==> config.mk <==
export PLATFORM = sky130hd
export DESIGN_NAME = counter_monitor
export DESIGN_NICKNAME = d
export VERILOG_FILES = /design/src/rtl/counter_monitor.sv
export SDC_FILE = /design/constraint.sdc
export NUM_CORES = 1
export LEC_CHECK = 0
export BUFFER_PORTS_ARGS = -buffer_cell sky130_fd_sc_hd__buf_4
export CORE_MARGIN = 2
export CORE_UTILIZATION = 45
export CTS_CLUSTER_DIAMETER = 30
export CTS_CLUSTER_SIZE = 8
export DETAILED_ROUTE_END_ITERATION = 7
export GPL_ROUTABILITY_DRIVEN = 0
export GPL_TIMING_DRIVEN = 1
export PLACE_DENSITY = 0.65
export RECOVER_POWER = 100
export SETUP_SLACK_MARGIN = 0.15
export SLEW_MARGIN = 5
export SYNTH_ARGS = -nofsm -noshare
export SYNTH_HDL_FRONTEND = slang
export SYNTH_SLANG_ARGS = --single-unit
==> constraint.sdc <==
create_clock -name clk -period 5.8 [get_ports clk]
set_input_delay 0.58 -clock clk [delete_from_list [all_inputs] [get_ports clk]]
set_output_delay 0.58 -clock clk [all_outputs]
set_load 0.005 [all_outputs]
==> src/rtl/counter_monitor.sv <==
// counter_monitor
// Checks that an upstream 4-bit counter steps +1 mod 16 and raises its carry
// exactly at 15. It locks after LOCK_N consecutive correct samples. While
// locked it counts errors (saturating) and 15->0 wraps. Each wrap is handed
// to a consumer as a snapshot over a valid/ready port.
//
// Ports
//   clk         rising-edge clock
//   reset       asynchronous active-high reset, clears all state
//   clear       synchronous pulse, zeroes the statistics
//   in_valid    qualifies cnt/cout this cycle
//   cnt, cout   upstream count value and carry
//   locked      tracking a correct sequence
//   err_flag    sticky, an error was seen while locked
//   err_count   errors seen while locked, saturating
//   wrap_count  wraps seen while locked, modulo 2^WRAP_W
//   snap_valid  snapshot available
//   snap_data   wrap_count value captured by the latest wrap
//   snap_ready  consumer accepts the snapshot
//   snap_ovf    sticky, a wrap overwrote an undrained snapshot
module counter_monitor #(
  parameter int WRAP_W = 16,
  parameter int ERR_W  = 8,
  parameter int LOCK_N = 4
) (
  input  logic              clk,
  input  logic              reset,
  input  logic              clear,
  input  logic              in_valid,
  input  logic [3:0]        cnt,
  input  logic              cout,
  output logic              locked,
  output logic              err_flag,
  output logic [ERR_W-1:0]  err_count,
  output logic [WRAP_W-1:0] wrap_count,
  output logic              snap_valid,
  output logic [WRAP_W-1:0] snap_data,
  input  logic              snap_ready,
  output logic              snap_ovf
);

  typedef enum logic {
    UNLOCKED = 1'b0,
    LOCKED   = 1'b1
  } state_e;

  localparam logic [3:0] LOCK_V = 4'(LOCK_N);

  state_e              state_q, state_d;
  logic [3:0]          prev_q, prev_d;
  logic                have_prev_q, have_prev_d;
  logic [3:0]          match_q, match_d;
  logic [ERR_W-1:0]    err_count_q, err_count_d;
  logic                err_flag_q, err_flag_d;
  logic [WRAP_W-1:0]   wrap_q, wrap_d;
  logic                snap_valid_q, snap_valid_d;
  logic [WRAP_W-1:0]   snap_data_q, snap_data_d;
  logic                snap_ovf_q, snap_ovf_d;

  logic [3:0]          prev_inc;
  logic [3:0]          match_inc;
  logic [WRAP_W-1:0]   wrap_inc;
  logic                sample_ok;
  logic                wrap_ev;
  logic                err_ev;
  logic                accept;

  always_comb begin
    state_d      = state_q;
    prev_d       = prev_q;
    have_prev_d  = have_prev_q;
    match_d      = match_q;
    err_count_d  = err_count_q;
    err_flag_d   = err_flag_q;
    wrap_d       = wrap_q;
    snap_valid_d = snap_valid_q;
    snap_data_d  = snap_data_q;
    snap_ovf_d   = snap_ovf_q;
    wrap_ev      = 1'b0;
    err_ev       = 1'b0;

    prev_inc  = prev_q + 4'd1;
    match_inc = match_q + 4'd1;
    wrap_inc  = wrap_q + WRAP_W'(1);
    accept    = snap_valid_q && snap_ready;
    sample_ok = have_prev_q && (cnt == prev_inc) && (cout == (cnt == 4'hF));

    // Lock tracking and prev/match bookkeeping are unaffected by clear.
    if (in_valid) begin
      prev_d      = cnt;
      have_prev_d = 1'b1;
      unique case (state_q)
        UNLOCKED: begin
          if (sample_ok) begin
            if (match_inc == LOCK_V) begin
              state_d = LOCKED;
              match_d = '0;
            end else begin
              match_d = match_inc;
            end
          end else begin
            match_d = '0;
          end
        end
        LOCKED: begin
          if (!sample_ok) begin
            err_ev  = 1'b1;
            state_d = UNLOCKED;
            match_d = '0;
          end else if (prev_q == 4'hF) begin
            wrap_ev = 1'b1;
          end
        end
        default: state_d = UNLOCKED;
      endcase
    end

    // Statistics: clear has priority and drops any event in the same cycle.
    if (clear) begin
      err_count_d  = '0;
      err_flag_d   = 1'b0;
      wrap_d       = '0;
      snap_ovf_d   = 1'b0;
      snap_valid_d = 1'b0;
    end else begin
      if (wrap_ev) begin
        wrap_d       = wrap_inc;
        snap_data_d  = wrap_inc;
        snap_valid_d = 1'b1;
        if (snap_valid_q && !snap_ready) begin
          snap_ovf_d = 1'b1;
        end
      end else if (accept) begin
        snap_valid_d = 1'b0;
      end
      if (err_ev) begin
        err_flag_d = 1'b1;
        if (err_count_q != '1) begin
          err_count_d = err_count_q + ERR_W'(1);
        end
      end
    end
  end

  always_ff @(posedge clk or posedge reset) begin
    if (reset) begin
      state_q      <= UNLOCKED;
      prev_q       <= '0;
      have_prev_q  <= 1'b0;
      match_q      <= '0;
      err_count_q  <= '0;
      err_flag_q   <= 1'b0;
      wrap_q       <= '0;
      snap_valid_q <= 1'b0;
      snap_data_q  <= '0;
      snap_ovf_q   <= 1'b0;
    end else begin
      state_q      <= state_d;
      prev_q       <= prev_d;
      have_prev_q  <= have_prev_d;
      match_q      <= match_d;
      err_count_q  <= err_count_d;
      err_flag_q   <= err_flag_d;
      wrap_q       <= wrap_d;
      snap_valid_q <= snap_valid_d;
      snap_data_q  <= snap_data_d;
      snap_ovf_q   <= snap_ovf_d;
    end
  end

  assign locked     = (state_q == LOCKED);
  assign err_flag   = err_flag_q;
  assign err_count  = err_count_q;
  assign wrap_count = wrap_q;
  assign snap_valid = snap_valid_q;
  assign snap_data  = snap_data_q;
  assign snap_ovf   = snap_ovf_q;

endmodule

==> out/qor.txt <==
critical-path cell list: ha_1 > xor2_1 > nor3b_1 > nand4_1 > clkbuf_1 > or4_1 > a21oi_1
syn_nets: 294
Post-synth EDFFs: 0
Post-Route WL: 5.789 mm
Crit-path slowest cell: or4_1
startpoint types: flop
Bufs and invs on worst path: 1
Worst Setup SP: prev_q[0]
NumNets Final: 341
largest net degree at the start of global routing: 54
commonest non-fill, non-tap cell in the layout: dfrtp_1
Initial Util: 0.4626
most frequent cells in the layout: 53 x dfrtp_1, 47 x o21ai_0, 42 x clkbuf_4
dpl cells: 394
global-route wire length before repair: 9.411 mm
clk root buf: clkbuf_8
P_sw: 0.1501 mW
Post-synth ARST share: 1.000
final HPWL from detailed placement: 4.031 mm
pre-CTS setup slack: 3.503 ns
Final Cycle Share: 0.5150
top achievable clock speed: 334.8 MHz
CP top delay family: simple AND/OR/NAND/NOR gates
Fin. Hold Viols: 0
P_leak: 1.390 nW
clock latency on the worst-skew pair: 0.31 ns
relative slew slack: -0.9104
fin crit period: 2.987 ns
Layout Skew: 0.005488 ns
diodes inserted: 0
initial antenna violation count: 0
unrepaired setup endpoints after global routing: false
CP max FO: 47
Synth cell types: 40
Post-Syn Area: 2723 sq um
Max Cap Violations: 2
PnR worst setup slack: 2.813 ns
final setup fails: 0
Area Overhead vs Synth: 18.06%
WP data required: 6.03 ns
I/O pins: 54
Synthesis Warnings: 0
# rows: 28
clock sinks: 53
status: finished with violations
worst stage delay on the critical path: 0.73 ns
# hold bufs at CTS: 0
pwr dens: 193.2 nW/um^2
Worst EP arrival: 3.22 ns
dominant synthesized flop cell: dfrtp_1
Detail Route Antenna Nets: 0
failing checks: max-capacitance violations, max-slew violations
die height: 81.79 microns
Final Max Slew Viols: 102
Clock Power Share: 0.329
CTS resizes: 0
drt first pass iters: 4
Worst Setup End Kind: flop
post-synthesis sequential area ratio: 0.4871
Initial DRC Count: 180
Avg WL per Cell: 14.40 microns
DIE AREA: 6689 sq um
worst hold path type: flop to flop
Max IR drop VDD: 0.0001208 V
share of cells above drive strength 1: 0.2018
cells after synthesis: 279
sequential share of power: 0.605
Setup CP Type: flop to flop
clk buf depth: 2
min-delay src: have_prev_q
Core Footprint: 5886 sq um
chip width: 81.79 microns
worst slew pin tran: 2.866 ns
post-synthesis register bit count: 53
Post-Syn Area per Cell: 9.758 sq um
Finished Layout Cells: 402
H-tree levels: 2
Tot GR Track Use: 0.1838
GR Overflow Total: 0
CTS tree: built
Clk pin slew, worst setup/hold paths: 0.09 ns
routed via count: 2,244
Reg2Reg Launch Point: prev_q[0]
buffers added on ports: 53
switching share of power: 0.2418
Gate power share: 0.065
post-CTS setup buffer count: 0
routed vias/inst: 5.582
Setup TNS: 0 ns
final hold slack: 0.4890 ns
cts bufs inserted: 5
vias in the first global route: 1,996
drt drc: 0
internal power: 0.4708 mW
Pwr Total: 0.6209 mW
==> synthesized netlist by cell type (4+ instances only) <==
library cell	number	area share
nand4_1	9	0.021
nand2_1	10	0.014
xnor2_1	8	0.026
xor2_1	16	0.051
o21ai_0	47	0.086
clkbuf_1	11	0.015
ha_1	5	0.023
mux2_2	7	0.029
a21oi_1	22	0.040
nor2_1	15	0.021
nand3_1	10	0.018
and4_1	4	0.013
or3_1	15	0.034
inv_1	8	0.011
dfrtp_1	53	0.49
==> layout make-up <==
class	instances	area, sq um
fill	577	2671
tap	75	93.84
multi-input combinational	203	1287
clock inverter	3	17.52
timing repair buffer	55	390.4
clock buffer	5	68.82
sequential	53	1326
inverter	8	30.03
==> logic make-up (layout without fill, tap and decap cells) <==
group | after synthesis | in the layout | synth area share
AOI/OAI and AO/OA | 83 | 83 | 0.1714
and+or+nand+nor | 82 | 82 | 0.1691
DFF | 53 | 53 | 0.4871
xor gates and xnor gates | 24 | 24 | 0.07721
buffers and inverters | 23 | 71 | 0.03584
muxes | 9 | 9 | 0.03631
adders and majority gates | 5 | 5 | 0.02298
==> flip-flops by register name (all words and copies together) (netlist names), 4 cells and up <==
name        flops
err_count       8
match_q         4
snap_data      16
wrap_count     16
prev_q          4
==> per-stage QoR <==
stage | cell area (sq um) | util
CTS | 3248 | 0.5519
global placement | 3162 | 0.5372
global route | 3214 | 0.5461
floorplan | 2723 | -
detailed placement | 3162 | 0.5372
finish | 3214 | 0.5461
==> power groups by stage <==
stage	Combinational, mW	Clock [mW]	Sequential (mW)
final	0.0406	0.204	0.376
after global routing	0.0462	0.226	0.377
after CTS	0.0433	0.211	0.376
after detailed placement	0.0433	0	0.383
after global placement	0.0428	0	0.383
after floorplan	0.0316	0	0.383
==> final timing paths <==
| kind | slack, ns | endpoint | cells after the start |
|---|---|---|---|
| setup / recovery | 2.81 | wrap_count[9] | 7 |
| setup reg to reg | 2.81 | wrap_count[9] | 7 |
| hold / removal | 0.49 | have_prev_q | 1 |
| hold reg to reg | 0.49 | have_prev_q | 1 |
| max in group asynchronous | 2.83 | wrap_count[14] | 3 |
| min in group asynchronous | 1.35 | wrap_count[1] | 3 |
==> layer usage <==
layer / part of all wire / vias to the layer above / global-route usage
li1: - / 1102 / -
met1: 0.48 / 1093 / 0.2635
met2: 0.47 / 44 / 0.2846
met3: 0.039 / 5 / 0.02637
met4: 0.012 / 0 / 0.06500
met5: 0 / - / 0
Power figures use the tool's default switching activity.
